`config.mk`:
```
export PLATFORM = sky130hd
export DESIGN_NAME = counter_nbit_updown
export DESIGN_NICKNAME = d
export VERILOG_FILES = /design/src/rtl/counter_pkg.sv /design/src/rtl/counter_nbit_updown.sv
export SDC_FILE = /design/constraint.sdc
export NUM_CORES = 1
export LEC_CHECK = 0
export ABC_AREA = 1
export BUFFER_PORTS_ARGS = -buffer_cell sky130_fd_sc_hd__buf_2
export CAP_MARGIN = 10
export CELL_PAD_IN_SITES_DETAIL_PLACEMENT = 1
export CELL_PAD_IN_SITES_GLOBAL_PLACEMENT = 1
export CORE_AREA = 2 2 39 41
export DETAILED_ROUTE_END_ITERATION = 10
export DIE_AREA = 0 0 41 43
export PLACE_DENSITY = 0.67
export SYNTH_ARGS = -nofsm -noshare
export SYNTH_HDL_FRONTEND = slang
export SYNTH_SLANG_ARGS = --single-unit
```
`constraint.sdc`:
```
create_clock -name clk -period 1.3 [get_ports clk]
set_input_delay 0.26 -clock clk [delete_from_list [all_inputs] [get_ports clk]]
set_output_delay 0.26 -clock clk [all_outputs]
set_load 0.005 [all_outputs]
```
`src/rtl/counter_pkg.sv`:
```
// Shared constants for the counting primitives: selects wrap or saturate
// behaviour at the count boundaries.
package counter_pkg;

  localparam int CNT_WRAP = 0;
  localparam int CNT_SAT  = 1;

endpackage : counter_pkg

```
`src/rtl/counter_nbit_updown.sv`:
```
// Parametrised up/down counter with modulus, clear/load, wrap or saturate
// mode, a combinational terminal-count flag and a registered boundary pulse.
module counter_nbit_updown
  import counter_pkg::*;
#(
  parameter int     WIDTH    = 3,
  parameter longint MOD      = 64'sd1 << WIDTH,
  parameter int     SATURATE = CNT_WRAP
) (
  input  logic             clk,
  input  logic             reset,
  input  logic             en,
  input  logic             up_down,
  input  logic             clear,
  input  logic             load,
  input  logic [WIDTH-1:0] load_value,
  output logic [WIDTH-1:0] count,
  output logic             tc,
  output logic             wrap
);

  // Boundaries are held one bit wider so MOD = 2**WIDTH is representable.
  localparam logic [WIDTH:0] MOD_W    = MOD[WIDTH:0];
  localparam logic [WIDTH:0] MAX_W    = MOD_W - {{WIDTH{1'b0}}, 1'b1};
  localparam bit             SAT_MODE = (SATURATE == CNT_SAT);

  if ((WIDTH < 1) || (WIDTH > 32) || (MOD < 64'sd2) || (MOD > (64'sd1 << WIDTH))) begin : g_bad_params
    $error("counter_nbit_updown: illegal WIDTH/MOD combination");
  end

  logic [WIDTH-1:0] count_q;
  logic [WIDTH-1:0] count_d;
  logic             wrap_q;
  logic             wrap_d;
  logic [WIDTH:0]   cnt_ext_s;
  logic [WIDTH:0]   lv_ext_s;
  logic             at_max_s;
  logic             at_zero_s;
  logic             boundary_s;
  logic             lv_ok_s;

  assign cnt_ext_s  = {1'b0, count_q};
  assign lv_ext_s   = {1'b0, load_value};
  assign at_max_s   = (cnt_ext_s == MAX_W);
  assign at_zero_s  = (count_q == {WIDTH{1'b0}});
  assign lv_ok_s    = (lv_ext_s < MOD_W);

  // One boundary comparator feeds both tc and the wrap pulse.
  assign boundary_s = up_down ? at_max_s : at_zero_s;
  assign tc         = en & boundary_s;

  // Next-state selection: clear, then load, then enabled step, else hold.
  always_comb begin
    count_d = count_q;
    wrap_d  = 1'b0;
    if (clear) begin
      count_d = {WIDTH{1'b0}};
    end else if (load) begin
      count_d = lv_ok_s ? load_value : MAX_W[WIDTH-1:0];
    end else if (en) begin
      wrap_d = boundary_s;
      if (boundary_s) begin
        if (SAT_MODE) begin
          count_d = count_q;
        end else begin
          count_d = up_down ? {WIDTH{1'b0}} : MAX_W[WIDTH-1:0];
        end
      end else begin
        count_d = up_down ? (count_q + WIDTH'(1'b1)) : (count_q - WIDTH'(1'b1));
      end
    end else begin
      count_d = count_q;
    end
  end

  // State register with asynchronous active-low reset.
  always_ff @(posedge clk or negedge reset) begin
    if (!reset) begin
      count_q <= {WIDTH{1'b0}};
      wrap_q  <= 1'b0;
    end else begin
      count_q <= count_d;
      wrap_q  <= wrap_d;
    end
  end

  assign count = count_q;
  assign wrap  = wrap_q;

endmodule : counter_nbit_updown

```
==> summary.txt <==
Layout
  – Layout cells sized above 1: 0.5385
  – Ant diodes: 0
  – Fin util: 0.4060
  – Final std cells w/o fill: 94
  – Nets: 90
  – Commonest non-fill, non-tap cell in the layout: nand2_1
  – Final instance area: 561.8 sq um
  – Most frequent cells in the layout: nand2_1 (14), buf_2 (13), buf_4 (12)
  – Layout area overhead: 92.70%

Die
  – Initial Utilization: 0.2107
  – FP Rows: 14
  – Die W: 41 microns
  – Die area: 0.001763 sq mm
  – Core Region: 0.001384 sq mm
  – Top Ports: 14
  – Height of the die: 43 microns

STA
  – Fin crit share: 1.123
  – Slew @ Worst Pin: 152.8 ps
  – Setup Total Neg Slack: -398.1 ps
  – Slew HR: 0.8971
  – Fin crit period: 1460 ps
  – Post-route setup slack: -160.4 ps
  – RSZ-0062 raised after global routing: true
  – Setup violators final: 4
  – Fmax achieved: 684.7 MHz
  – Final clock skew: 5.173 ps
  – Final Hold Fails: 0
  – Final slew viol count: 0

Global route
  – Largest net degree at the start of global routing: 9
  – Gr ovfl total: 0
  – Vias in the first global route: 403
  – First-pass GRT wire length: 1.524 mm
  – GRT Overall Usage: 0.1354
  – Initial antenna violation count: 0

Logic synthesis
  – Synthesized net count: 56
  – Yosys top cell by area: dfrtp_1
  – Post-synthesis compound-gate area fraction: 0.05579
  – Yosys Warn Count: 0
  – Post-synthesis simple-gate area fraction: 0.4292
  – Main area contributors after synthesis: dfrtp_1 (34%), nand2_1 (22%), inv_1 (9.0%)
  – Post-synthesis register bit count: 4
  – Mapped Area: 291.5 sq um
  – Share of the synthesized area in the top cell type: 0.3433
  – Post-synthesis mux area share: 0
  – Largest family of logic cells by synthesized area: simple AND/OR/NAND/NOR gates
  – Syn Area/Cell: 6.338 sq um
  – Syn Inst Count: 46
  – Yosys cell types: 14
  – Xor/xnor share of the synthesized area: 0
  – Post-synthesis sequential area ratio: 0.3433
  – Adder and majority gate portion of the synthesized area: 0.06867

Route
  – Pre-Repair DR Iteration Count: 1
  – DRT iter0 DRCs: 0
  – Final ANT Viol Nets: 0
  – Final wirelength: 1.011 mm
  – Vias per cell: 4.213
  – Avg WL per Cell: 10.76 microns
  – Vias: 396
  – Drc violations: 0

Placement
  – HPWL Detailed: 651.2 microns
  – GPL Wtd Cong: 0.7586
  – Placed Instances: 80
  – Number of port buffers: 13
  – Placed Area: 414.1 sq um

Power
  – Pwr Density: 919.9 mW/mm^2
  – VDD IR-drop max: 0.0004186 V
  – Pleak: 0.3233 nW
  – Power Total: 0.5168 mW

Clocking
  – Root Driver: clkbuf_4
  – H-tree Lvls: 1
  – Worst skew pair latency: 250 ps
  – Clk sinks: 4
  – Clk pin slew, worst setup/hold paths: 40 ps
  – Total CTS buffers: 3
  – Deepest clock path buffer count: 2
  – CTS tree: done

Flow run
  – Number of max-cap violations: 0

Setup path
  – Required time of the critical path: 1040 ps
  – Setup CP Type: reg2out
  – CP arrival: 1200 ps
  – Worst Setup Start Kind: flip-flop
  – Setup crit end kind: output pin
  – CP max FO: 4
  – Reg2Reg Setup Slack: -110 ps

Hold path
  – Type of the tightest min-delay check: in2reg

Status
  – Violated checks: setup timing
  – Outcome: finished with violations
==> worst max-delay path, cell delays in order, from the launching register on <==
cell,delay (ps)
dfrtp_1,390
buf_6,140
nor2_4,80
nand2_2,70
nand2_2,80
nand2_2,50
inv_1,40
buf_2,100
==> synth_stat cells, drive strengths merged <==
cell,instances
nor3,1
o21ai,2
inv,8
nand3b,1
nand3,2
nor2,7
dfrtp,4
o22ai,1
nand2,18
fa,1
nand4,1
==> repair_timing <==
item / CTS / global route
endpoints found under the setup margin: 3 / 4
hold buffers: 1 / 0
hold endpoints to repair: 4 / 0
buffers inserted: 7 / 4
resized for setup: 4 / 9
pin swaps: 5 / 2
==> stage by stage <==
stage	setup WS (ps)	hold WS, ps
6_report	-160.4	200.8
5_1_grt	-220.9	206.7
4_1_cts	-143.5	200.1
3_5_place_dp	-22.14	70.38
3_3_place_gp	-26.88	68.50
2_1_floorplan	4.134	-35.59
==> metal layers <==
metal	wire length, microns	up-vias	part of all wire	global-route usage
met5	0	-	0	0
met4	27	0	0.027	0.1200
met3	49	3	0.048	0.01571
met2	571	12	0.56	0.2156
met1	362	176	0.36	0.1443
li1	-	205	-	-
==> final cells by class <==
cell class | instances | area (sq um)
Fill cell | 189 | 822.0
Inverter | 8 | 32.53
Multi-Input combinational cell | 34 | 186.4
Timing Repair Buffer | 29 | 198.9
Sequential cell | 4 | 101.3
Tap cell | 16 | 20.02
Clock buffer | 3 | 22.52
==> cells by family (layout without fill, tap and decap cells) <==
group | count (synthesis) | in the layout
AND/OR/NAND/NOR | 30 | 30
buffers and inverters | 8 | 40
flip-flops | 4 | 4
AO/OA/AOI/OAI | 3 | 3
adder cells (fa/ha/maj) | 1 | 1
==> state kept, by name (all words and copies together), names as in the netlist <==
| signal | flops |
|---|---|
| wrap | 1 |
| count | 3 |
==> path summary, 6_finish.rpt <==
| check | end | cells after the start | from |
|---|---|---|---|
| setup / recovery | tc | 7 | count[0] |
| hold / removal | wrap | 2 | load |
| setup reg to reg | count[1] | 8 | count[0] |
| hold reg to reg | count[2] | 2 | count[2] |
| max in group asynchronous | count[2] | 2 | reset |
| min in group asynchronous | count[0] | 2 | reset |
==> power by group <==
part	switching, mW	total, mW	leakage [nW]	internal (mW)
Clock	0.0650	0.169	0.0138	0.104
Combinational	0.0932	0.200	0.259	0.106
Sequential	0.0114	0.148	0.0507	0.137
Total	0.170	0.517	0.323	0.347
No activity file was read; power rests on OpenSTA's default activity.
